==> config.mk <==
export PLATFORM = sky130hd
export DESIGN_NAME = wb_corrector_csr_mc_flat
export DESIGN_NICKNAME = d
export VERILOG_FILES = /design/src/rtl/wb_corrector_csr_mc_pkg.sv /design/src/rtl/wb_corrector_csr_mc_if.sv /design/src/rtl/wb_coef_bank.sv /design/src/rtl/wb_corrector_csr_mc.sv /design/src/flat_wrapper.sv
export SDC_FILE = /design/constraint.sdc
export NUM_CORES = 1
export LEC_CHECK = 0
export CAP_MARGIN = 20
export CORE_AREA = 4 4 163 118
export DETAILED_ROUTE_END_ITERATION = 8
export DIE_AREA = 0 0 167 122
export HOLD_SLACK_MARGIN = 0.06
export PLACE_DENSITY = 0.89
export SYNTH_ARGS = -nofsm -noshare
export SYNTH_HDL_FRONTEND = slang
export SYNTH_SLANG_ARGS = --single-unit
==> constraint.sdc <==
create_clock -name clk_i -period 15.5 [get_ports clk_i]
set_input_delay 1.55 -clock clk_i [delete_from_list [all_inputs] [get_ports clk_i]]
set_output_delay 1.55 -clock clk_i [all_outputs]
set_load 0.02 [all_outputs]
==> src/rtl/wb_corrector_csr_mc_pkg.sv <==
// Shared register map, response codes and address decode helpers for the
// white balance corrector CSR block.
package wb_corrector_csr_mc_pkg;

  localparam int unsigned OFF_MODE = 0;
  localparam int unsigned OFF_CTRL = 1;
  localparam int unsigned OFF_LOCK = 2;
  localparam int unsigned OFF_STAT = 3;
  localparam int unsigned OFF_COEF = 4;

  localparam int unsigned MODE_W          = 2;
  localparam int unsigned CTRL_CAL_BIT    = 0;
  localparam int unsigned CTRL_COMMIT_BIT = 1;
  localparam int unsigned STAT_CAL_BIT    = 0;
  localparam int unsigned STAT_PEND_BIT   = 1;

  localparam logic [1:0] RESP_OKAY   = 2'b00;
  localparam logic [1:0] RESP_SLVERR = 2'b10;
  localparam logic [1:0] MODE_RST    = 2'd2;

  typedef enum logic [2:0] {
    ACC_NONE,
    ACC_MODE,
    ACC_CTRL,
    ACC_LOCK,
    ACC_STAT,
    ACC_COEF,
    ACC_CUR
  } acc_e;

  function automatic logic [29:0] word_off(input logic [31:0] addr, input logic [31:0] base);
    return 30'((addr - base) >> 2);
  endfunction

  // Maps a byte address to the register class it hits; misaligned or out-of-window is ACC_NONE.
  function automatic acc_e decode_acc(input logic [31:0] addr, input logic [31:0] base,
                                      input int unsigned channels);
    logic [29:0] off;
    off = word_off(addr, base);
    if (addr[1:0] != 2'b00 || addr < base) return ACC_NONE;
    if (off == 30'(OFF_MODE)) return ACC_MODE;
    if (off == 30'(OFF_CTRL)) return ACC_CTRL;
    if (off == 30'(OFF_LOCK)) return ACC_LOCK;
    if (off == 30'(OFF_STAT)) return ACC_STAT;
    if (off < 30'(OFF_COEF + channels)) return ACC_COEF;
    if (off < 30'(OFF_COEF + 2 * channels)) return ACC_CUR;
    return ACC_NONE;
  endfunction

  function automatic logic [31:0] strb_to_mask(input logic [3:0] strb);
    logic [31:0] m;
    for (int unsigned b = 0; b < 4; b++) m[b*8 +: 8] = {8{strb[b]}};
    return m;
  endfunction

endpackage

==> src/rtl/wb_corrector_csr_mc_if.sv <==
// AXI4-Lite 32-bit register bus between interconnect and the CSR block.
interface wb_corrector_csr_mc_if;
  logic [31:0] awaddr;
  logic        awvalid;
  logic        awready;
  logic [31:0] wdata;
  logic [3:0]  wstrb;
  logic        wvalid;
  logic        wready;
  logic [1:0]  bresp;
  logic        bvalid;
  logic        bready;
  logic [31:0] araddr;
  logic        arvalid;
  logic        arready;
  logic [31:0] rdata;
  logic [1:0]  rresp;
  logic        rvalid;
  logic        rready;

  modport master (
    output awaddr, awvalid, wdata, wstrb, wvalid, bready, araddr, arvalid, rready,
    input  awready, wready, bresp, bvalid, arready, rdata, rresp, rvalid
  );

  modport slave (
    input  awaddr, awvalid, wdata, wstrb, wvalid, bready, araddr, arvalid, rready,
    output awready, wready, bresp, bvalid, arready, rdata, rresp, rvalid
  );
endinterface

==> src/rtl/wb_coef_bank.sv <==
// Double-buffered per-channel coefficients: byte-masked shadow writes, and a
// shadow-to-active copy on the first frame start after a commit request.
module wb_coef_bank #(
  parameter int unsigned CHANNELS = 3,
  parameter int unsigned COEF_W   = 16
) (
  input  logic                         clk_i,
  input  logic                         rst_i,
  input  logic [CHANNELS-1:0]          wr_en_i,
  input  logic [COEF_W-1:0]            wdata_i,
  input  logic [COEF_W-1:0]            wmask_i,
  input  logic                         commit_i,
  input  logic                         sof_i,
  output logic [CHANNELS*COEF_W-1:0]   shadow_o,
  output logic [CHANNELS*COEF_W-1:0]   coef_o,
  output logic                         pending_o
);

  localparam int unsigned BANK_W = CHANNELS * COEF_W;

  logic [BANK_W-1:0] shadow_q, shadow_d;
  logic [BANK_W-1:0] active_q, active_d;
  logic              pending_q, pending_d;

  // Copy samples the registered shadow, so a same-cycle write lands only in the shadow.
  always_comb begin
    shadow_d  = shadow_q;
    active_d  = active_q;
    pending_d = pending_q;
    for (int unsigned i = 0; i < CHANNELS; i++) begin
      if (wr_en_i[i]) begin
        shadow_d[i*COEF_W +: COEF_W] = (shadow_q[i*COEF_W +: COEF_W] & ~wmask_i)
                                     | (wdata_i & wmask_i);
      end
    end
    if (pending_q && sof_i) begin
      active_d  = shadow_q;
      pending_d = 1'b0;
    end
    if (commit_i) pending_d = 1'b1;
  end

  always_ff @(posedge clk_i or posedge rst_i) begin
    if (rst_i) begin
      shadow_q  <= '0;
      active_q  <= '0;
      pending_q <= 1'b0;
    end else begin
      shadow_q  <= shadow_d;
      active_q  <= active_d;
      pending_q <= pending_d;
    end
  end

  assign shadow_o  = shadow_q;
  assign coef_o    = active_q;
  assign pending_o = pending_q;

endmodule

==> src/rtl/wb_corrector_csr_mc.sv <==
// AXI4-Lite control/status registers for the multi-channel white balance
// corrector: mode, lock, calibration strobe/status and double-buffered gains.
module wb_corrector_csr_mc
  import wb_corrector_csr_mc_pkg::*;
#(
  parameter logic [31:0] BASE_ADDR = 32'h0000_0000,
  parameter int unsigned CHANNELS  = 3,
  parameter int unsigned COEF_W    = 16
) (
  input  logic                       clk_i,
  input  logic                       rst_i,
  wb_corrector_csr_mc_if.slave       csr_i,
  input  logic                       sof_i,
  input  logic                       cal_done_i,
  input  logic [CHANNELS*COEF_W-1:0] cur_coef_i,
  output logic [1:0]                 mode_o,
  output logic                       cal_stb_o,
  output logic                       lock_o,
  output logic [CHANNELS*COEF_W-1:0] coef_o
);

  localparam int unsigned BANK_W = CHANNELS * COEF_W;

  logic        aw_held_q, aw_held_d, w_held_q, w_held_d;
  logic [31:0] awaddr_q, awaddr_d, wdata_q, wdata_d;
  logic [3:0]  wstrb_q, wstrb_d;
  logic        bvalid_q, bvalid_d;
  logic [1:0]  bresp_q, bresp_d;
  logic        rvalid_q, rvalid_d;
  logic [31:0] rdata_q, rdata_d;
  logic [1:0]  rresp_q, rresp_d;
  logic [1:0]  mode_q, mode_d;
  logic        lock_q, lock_d;
  logic        cal_stb_q, cal_stb_d;
  logic        cal_done_q, cal_done_d;
  logic        cal_prev_q;

  logic              aw_hs, w_hs, ar_hs, wr_fire, wr_err, wr_ok, commit;
  logic [31:0]       wr_addr, wr_data, wr_mask, wr_bits;
  logic [3:0]        wr_strb;
  logic [29:0]       wr_off, rd_off;
  acc_e              wr_acc, rd_acc;
  logic [CHANNELS-1:0] coef_wr_en;
  logic [31:0]       rd_data;
  logic [1:0]        rd_resp;
  logic [BANK_W-1:0] shadow;
  logic              pending;

  assign csr_i.awready = !aw_held_q && !bvalid_q;
  assign csr_i.wready  = !w_held_q && !bvalid_q;
  assign csr_i.bvalid  = bvalid_q;
  assign csr_i.bresp   = bresp_q;
  assign csr_i.arready = !rvalid_q;
  assign csr_i.rvalid  = rvalid_q;
  assign csr_i.rdata   = rdata_q;
  assign csr_i.rresp   = rresp_q;

  // Write decode: held beats take priority over the live bus.
  always_comb begin
    aw_hs   = csr_i.awvalid && csr_i.awready;
    w_hs    = csr_i.wvalid && csr_i.wready;
    wr_addr = aw_held_q ? awaddr_q : csr_i.awaddr;
    wr_data = w_held_q ? wdata_q : csr_i.wdata;
    wr_strb = w_held_q ? wstrb_q : csr_i.wstrb;
    wr_fire = (aw_held_q || aw_hs) && (w_held_q || w_hs) && !bvalid_q;
    wr_acc  = decode_acc(wr_addr, BASE_ADDR, CHANNELS);
    wr_off  = word_off(wr_addr, BASE_ADDR);
    wr_mask = strb_to_mask(wr_strb);
    wr_bits = wr_data & wr_mask;
    wr_err  = (wr_acc == ACC_NONE) || (wr_acc == ACC_CUR)
           || ((wr_acc == ACC_STAT) && (wr_bits[31:1] != 31'd0));
    wr_ok   = wr_fire && !wr_err;
    commit  = wr_ok && (wr_acc == ACC_CTRL) && wr_bits[CTRL_COMMIT_BIT];
    coef_wr_en = '0;
    for (int unsigned i = 0; i < CHANNELS; i++) begin
      coef_wr_en[i] = wr_ok && (wr_acc == ACC_COEF) && (wr_off == 30'(OFF_COEF + i));
    end
  end

  // Read mux; reads zero-extend every field to the bus width.
  always_comb begin
    ar_hs   = csr_i.arvalid && csr_i.arready;
    rd_acc  = decode_acc(csr_i.araddr, BASE_ADDR, CHANNELS);
    rd_off  = word_off(csr_i.araddr, BASE_ADDR);
    rd_data = '0;
    rd_resp = RESP_OKAY;
    case (rd_acc)
      ACC_MODE: rd_data = 32'(mode_q);
      ACC_LOCK: rd_data = 32'(lock_q);
      ACC_STAT: begin
        rd_data[STAT_CAL_BIT]  = cal_done_q;
        rd_data[STAT_PEND_BIT] = pending;
      end
      ACC_COEF: begin
        for (int unsigned i = 0; i < CHANNELS; i++) begin
          if (rd_off == 30'(OFF_COEF + i)) rd_data = 32'(shadow[i*COEF_W +: COEF_W]);
        end
      end
      ACC_CUR: begin
        for (int unsigned i = 0; i < CHANNELS; i++) begin
          if (rd_off == 30'(OFF_COEF + CHANNELS + i)) rd_data = 32'(cur_coef_i[i*COEF_W +: COEF_W]);
        end
      end
      ACC_NONE: rd_resp = RESP_SLVERR;
      default:  rd_data = '0;
    endcase
  end

  // Next-state for channel holds, responses and control registers.
  always_comb begin
    aw_held_d  = aw_held_q;
    awaddr_d   = awaddr_q;
    w_held_d   = w_held_q;
    wdata_d    = wdata_q;
    wstrb_d    = wstrb_q;
    bvalid_d   = bvalid_q;
    bresp_d    = bresp_q;
    rvalid_d   = rvalid_q;
    rdata_d    = rdata_q;
    rresp_d    = rresp_q;
    mode_d     = mode_q;
    lock_d     = lock_q;
    cal_stb_d  = 1'b0;
    cal_done_d = cal_done_q;

    if (aw_hs) begin
      aw_held_d = 1'b1;
      awaddr_d  = csr_i.awaddr;
    end
    if (w_hs) begin
      w_held_d = 1'b1;
      wdata_d  = csr_i.wdata;
      wstrb_d  = csr_i.wstrb;
    end
    if (wr_fire) begin
      bvalid_d = 1'b1;
      bresp_d  = wr_err ? RESP_SLVERR : RESP_OKAY;
    end
    if (bvalid_q && csr_i.bready) begin
      bvalid_d  = 1'b0;
      aw_held_d = 1'b0;
      w_held_d  = 1'b0;
    end

    if (rvalid_q && csr_i.rready) rvalid_d = 1'b0;
    if (ar_hs) begin
      rvalid_d = 1'b1;
      rdata_d  = rd_data;
      rresp_d  = rd_resp;
    end

    if (wr_ok && (wr_acc == ACC_MODE) && wr_strb[0]) mode_d = wr_data[MODE_W-1:0];
    if (wr_ok && (wr_acc == ACC_LOCK) && wr_strb[0]) lock_d = wr_data[0];
    cal_stb_d = wr_ok && (wr_acc == ACC_CTRL) && wr_bits[CTRL_CAL_BIT];

    // A new calibration edge beats a simultaneous write-1-to-clear.
    if (wr_ok && (wr_acc == ACC_STAT) && wr_bits[STAT_CAL_BIT]) cal_done_d = 1'b0;
    if (cal_done_i && !cal_prev_q) cal_done_d = 1'b1;
  end

  always_ff @(posedge clk_i or posedge rst_i) begin
    if (rst_i) begin
      aw_held_q  <= 1'b0;
      awaddr_q   <= '0;
      w_held_q   <= 1'b0;
      wdata_q    <= '0;
      wstrb_q    <= '0;
      bvalid_q   <= 1'b0;
      bresp_q    <= RESP_OKAY;
      rvalid_q   <= 1'b0;
      rdata_q    <= '0;
      rresp_q    <= RESP_OKAY;
      mode_q     <= MODE_RST;
      lock_q     <= 1'b0;
      cal_stb_q  <= 1'b0;
      cal_done_q <= 1'b0;
      cal_prev_q <= 1'b0;
    end else begin
      aw_held_q  <= aw_held_d;
      awaddr_q   <= awaddr_d;
      w_held_q   <= w_held_d;
      wdata_q    <= wdata_d;
      wstrb_q    <= wstrb_d;
      bvalid_q   <= bvalid_d;
      bresp_q    <= bresp_d;
      rvalid_q   <= rvalid_d;
      rdata_q    <= rdata_d;
      rresp_q    <= rresp_d;
      mode_q     <= mode_d;
      lock_q     <= lock_d;
      cal_stb_q  <= cal_stb_d;
      cal_done_q <= cal_done_d;
      cal_prev_q <= cal_done_i;
    end
  end

  wb_coef_bank #(
    .CHANNELS (CHANNELS),
    .COEF_W   (COEF_W)
  ) u_coef_bank (
    .clk_i     (clk_i),
    .rst_i     (rst_i),
    .wr_en_i   (coef_wr_en),
    .wdata_i   (wr_data[COEF_W-1:0]),
    .wmask_i   (wr_mask[COEF_W-1:0]),
    .commit_i  (commit),
    .sof_i     (sof_i),
    .shadow_o  (shadow),
    .coef_o    (coef_o),
    .pending_o (pending)
  );

  assign mode_o    = mode_q;
  assign lock_o    = lock_q;
  assign cal_stb_o = cal_stb_q;

endmodule

==> src/flat_wrapper.sv <==
// flat-port wrapper written by rule: the top's interface ports become plain ports
module wb_corrector_csr_mc_flat import wb_corrector_csr_mc_pkg::*;
#(
  parameter logic [31:0] BASE_ADDR = 32'h0000_0000,
  parameter int unsigned CHANNELS  = 3,
  parameter int unsigned COEF_W    = 16
)
  (clk_i, rst_i, sof_i, cal_done_i, cur_coef_i, mode_o, cal_stb_o, lock_o, coef_o, csr_i_awaddr, csr_i_awvalid, csr_i_wdata, csr_i_wstrb, csr_i_wvalid, csr_i_bready, csr_i_araddr, csr_i_arvalid, csr_i_rready, csr_i_awready, csr_i_wready, csr_i_bresp, csr_i_bvalid, csr_i_arready, csr_i_rdata, csr_i_rresp, csr_i_rvalid);
  wb_corrector_csr_mc_if csr_i_i ();
  input  logic clk_i;
  input  logic rst_i;
  input  logic sof_i;
  input  logic cal_done_i;
  input  logic [CHANNELS*COEF_W-1:0] cur_coef_i;
  output logic [1:0] mode_o;
  output logic cal_stb_o;
  output logic lock_o;
  output logic [CHANNELS*COEF_W-1:0] coef_o;
  input wire logic [$bits(csr_i_i.awaddr)-1:0] csr_i_awaddr;
  input wire logic [$bits(csr_i_i.awvalid)-1:0] csr_i_awvalid;
  input wire logic [$bits(csr_i_i.wdata)-1:0] csr_i_wdata;
  input wire logic [$bits(csr_i_i.wstrb)-1:0] csr_i_wstrb;
  input wire logic [$bits(csr_i_i.wvalid)-1:0] csr_i_wvalid;
  input wire logic [$bits(csr_i_i.bready)-1:0] csr_i_bready;
  input wire logic [$bits(csr_i_i.araddr)-1:0] csr_i_araddr;
  input wire logic [$bits(csr_i_i.arvalid)-1:0] csr_i_arvalid;
  input wire logic [$bits(csr_i_i.rready)-1:0] csr_i_rready;
  output wire logic [$bits(csr_i_i.awready)-1:0] csr_i_awready;
  output wire logic [$bits(csr_i_i.wready)-1:0] csr_i_wready;
  output wire logic [$bits(csr_i_i.bresp)-1:0] csr_i_bresp;
  output wire logic [$bits(csr_i_i.bvalid)-1:0] csr_i_bvalid;
  output wire logic [$bits(csr_i_i.arready)-1:0] csr_i_arready;
  output wire logic [$bits(csr_i_i.rdata)-1:0] csr_i_rdata;
  output wire logic [$bits(csr_i_i.rresp)-1:0] csr_i_rresp;
  output wire logic [$bits(csr_i_i.rvalid)-1:0] csr_i_rvalid;
  assign csr_i_i.awaddr = csr_i_awaddr;
  assign csr_i_i.awvalid = csr_i_awvalid;
  assign csr_i_i.wdata = csr_i_wdata;
  assign csr_i_i.wstrb = csr_i_wstrb;
  assign csr_i_i.wvalid = csr_i_wvalid;
  assign csr_i_i.bready = csr_i_bready;
  assign csr_i_i.araddr = csr_i_araddr;
  assign csr_i_i.arvalid = csr_i_arvalid;
  assign csr_i_i.rready = csr_i_rready;
  assign csr_i_awready = csr_i_i.awready;
  assign csr_i_wready = csr_i_i.wready;
  assign csr_i_bresp = csr_i_i.bresp;
  assign csr_i_bvalid = csr_i_i.bvalid;
  assign csr_i_arready = csr_i_i.arready;
  assign csr_i_rdata = csr_i_i.rdata;
  assign csr_i_rresp = csr_i_i.rresp;
  assign csr_i_rvalid = csr_i_i.rvalid;
  wb_corrector_csr_mc #(.BASE_ADDR(BASE_ADDR), .CHANNELS(CHANNELS), .COEF_W(COEF_W)) u_core (.clk_i(clk_i), .rst_i(rst_i), .csr_i(csr_i_i), .sof_i(sof_i), .cal_done_i(cal_done_i), .cur_coef_i(cur_coef_i), .mode_o(mode_o), .cal_stb_o(cal_stb_o), .lock_o(lock_o), .coef_o(coef_o));
endmodule
==> metrics.md <==
| Metric | Value |
|---|---|
| Status | completed |
| Grt met2 use | 35.7% |
| RSZ-0062 raised after global routing | no |
| Total power | 1.53 mW |
| Final hold vios | 0 |
| CP startpoint kind | primary input |
| DRT Pass-1 Iters | 7 |
| # H-tree levels | 4 |
| Post-synth top area share | 51.9% |
| Met3 usage | 5.09% |
| CTS buffer count | 17 |
| Synth-to-layout area growth | 33.0% |
| Vias in the first global route | 7009 |
| Worst path arrival time | 4970 ps |
| I/O Pins | between 200 and 300 |
| Count leader, synth | mux2_2 |
| Pwr Density | 125 mW/mm2 |
| Top FF cell, synth | dfrtp_1 |
| Worst min-delay path class | reg -> reg |
| CTS root buffer | clkbuf_16 |
| Crit path max fanout | 11 |
| Kind of critical path | in -> reg |
| Worst rel slew slack | 27.7% |
| Sink Count | 193 |
| 1st-iter DRT viols | 595 |
| Final nets | 1097 |
| RD Place Congestion | 0.823 |
| Top cells by area, synth | dfrtp_1 52%, mux2_2 25%, mux2i_1 2.2%, nor4_1 1.7%, buf_4 1.5% |
| Clock Skew | 13.1 ps |
| Final Instance Area | between 0.01 and 0.015 mm2 |
| Chip height | 122 um |
| Yosys top cell by area | dfrtp_1 |
| Pin count of the biggest net entering global routing | 141 |
| # hold bufs at CTS | 0 |
| Mux contribution to synthesized area | between 20% and 30% |
| Grt total ovfl | 0 |
| Setup Fix Bufs, Post-CTS | 0 |
| Async set-or-reset flop fraction in the synthesized netlist | 100% |
| Worst vdd ir | 64.6 uV |
| Tcrit/Tclk final | around 30% |
| Post-synth top cells | 202 x mux2_2, 192 x dfrtp_1, 30 x nor2_1 |
| Xor/xnor cell area share of the yosys netlist | 0.189% |
| Initial antenna violation count | 0 |
| Clock latency at the later pin of the worst-skew pair | 430 ps |
| CTS resizes | 0 |
| Clk slew on worst S/H paths | 70 ps |
| Row Count | between 40 and 50 |
| Worst Path Required | 15810 ps |
| Die W | 167 um |
| Post-synth EDFFs | 0 |
| Full die area | 0.0204 mm2 |
| Final setup fails | 0 |
| Hold endpoint | u_core.csr_i.rdata[9] |
| Final setup margin | 10840 ps |
| Reg2Reg Setup Slack | 11650 ps |
| Detailed placer's ending HPWL | 17900 um |
| Simple-gate share of the synthesized area | 8.57% |
| Global-route wire length before repair | 38000 um |
| Diode count | 0 |
| Compound-gate portion of the synthesized area | roughly 8.8% |
| Largest family of logic cells by synthesized area | multiplexers |
| Avg Inst Size Synth | 12.9 um2 |
| Fmax | 214 MHz |
| Synth Area in Adders | 0% |
| Final WL | 24100 um |
| Clock Tree Buf Depth | 2 |
| Share of cells above drive strength 1 | 27.9% |
| Hold slack | 492 ps |
| Origin of the critical flop-to-flop path | u_core.aw_held_q |
| Met1 Use GR | between 30% and 40% |
| Max-cap check violation count | 0 |
| DP Area | 0.0117 mm2 |
| Static Leakage | 5.21 nW |
| Pins Over Slew Limit | 0 |
| Syn Std Cell Area | 0.00926 mm2 |
| #FFs+latches synth | 193 |
| Total number of vias | 6851 |
| Initial core utilization | 52.3% |
| Least-Margin Pin Slew | 1080 ps |
| Via density | 5.76 |
| GRT Resource Usage Total | between 20% and 30% |
| Final TNS setup | 0 ps |
| GRT busiest layer | met2 |
| Post-route ant nets | 0 |
| PortBufs | 231 |
| Core Area | 0.0177 mm2 |
| Crit path capture type | flip-flop |
| Mean routed wirelength per cell | 20.3 um |
| Synth warn | 0 |
| Synth Instances | around 720 |
| Place WS | 10460 ps |
| Reg2reg path depth | 6 |
| TritonCTS clock tree | built |
| Tmin final | 4660 ps |
| Min-delay src | u_core.csr_i.rdata[9] |
| Residual DRC | 0 |
| Seq/Total Area, Yosys | 52.2% |
| Hold path depth | 1 |
| Count of different cell masters after synthesis | 67 |
## layer usage
| metal | up-vias | part of all wire [%] |
|---|---|---|
| met4 | 0 | 1.7 |
| met5 | - | 0 |
| li1 | 3122 | - |
| met3 | 36 | 5.3 |
| met1 | 3466 | 46 |
| met2 | 227 | 47 |
## through the flow
stage | utilization [%] | std cells
after global routing | 69.6 | 1189
final | 69.6 | 1189
after CTS | 69.6 | 1189
after floorplan | - | 736
after detailed placement | 66.3 | 1157
after global placement | 66.3 | 1157
## where the power goes
group	leakage (nW)	internal, mW	switching, mW
sequential	2.49	0.608	0.0713
combinational	2.44	0.226	0.197
clock	0.273	0.234	0.197
## critical path, cell delays in order
cell and delay [ps]:
clkdlybuf4s50_1 420, nor4_1 360, nand4_1 150, a22oi_1 840, nand4b_2 480, nor4b_4 750
mux2_2 420
## placed cells by master, fill, tap and decap left out, types with 7 or more instances in the layout
master / instances
nor2_1: 30
mux2_2: 202
inv_1: 7
clkdlybuf4s50_1: 230
a22oi_1: 16
o21a_1: 14
dfrtp_1: 192
mux2i_1: 20
o21ai_0: 11
buf_4: 8
a21oi_1: 22
conb_1: 18
nand3_1: 10
o221ai_1: 14
nor4_1: 25
nand2_1: 12
clkbuf_16: 17
## worst max path at each step
stage | from | to | slack, ps | cells past startpoint
after floorplan | rst_i | asynchronous set/reset pin | 8700 | 1
after detailed placement | csr_i_awaddr[16] | flip-flop | 10460 | 7
after CTS | csr_i_awaddr[16] | flip-flop | 10890 | 7
final | csr_i_awaddr[16] | flip-flop | 10840 | 7
after global placement | csr_i_awaddr[17] | flip-flop | 10590 | 7
after global routing | csr_i_awaddr[16] | flip-flop | 10700 | 7
## kinds of logic after synthesis
logic type,count (synthesis)
mux,223
other cells,1
buf+inv,63
compound gates,110
flops,193
simple gates,127
xor+xnor,2
## cell type report
cell class | instances | area (um2)
Clock buffer | 20 | 457
Clock inverter | 12 | 123
Fill cell | 1247 | 5390
Inverter | 9 | 41.3
Multi-Input combinational cell | 480 | 4200
Sequential cell | 193 | 4830
Tap cell | 236 | 295
Timing Repair Buffer | 239 | 2370
Power figures use the tool's default switching activity.
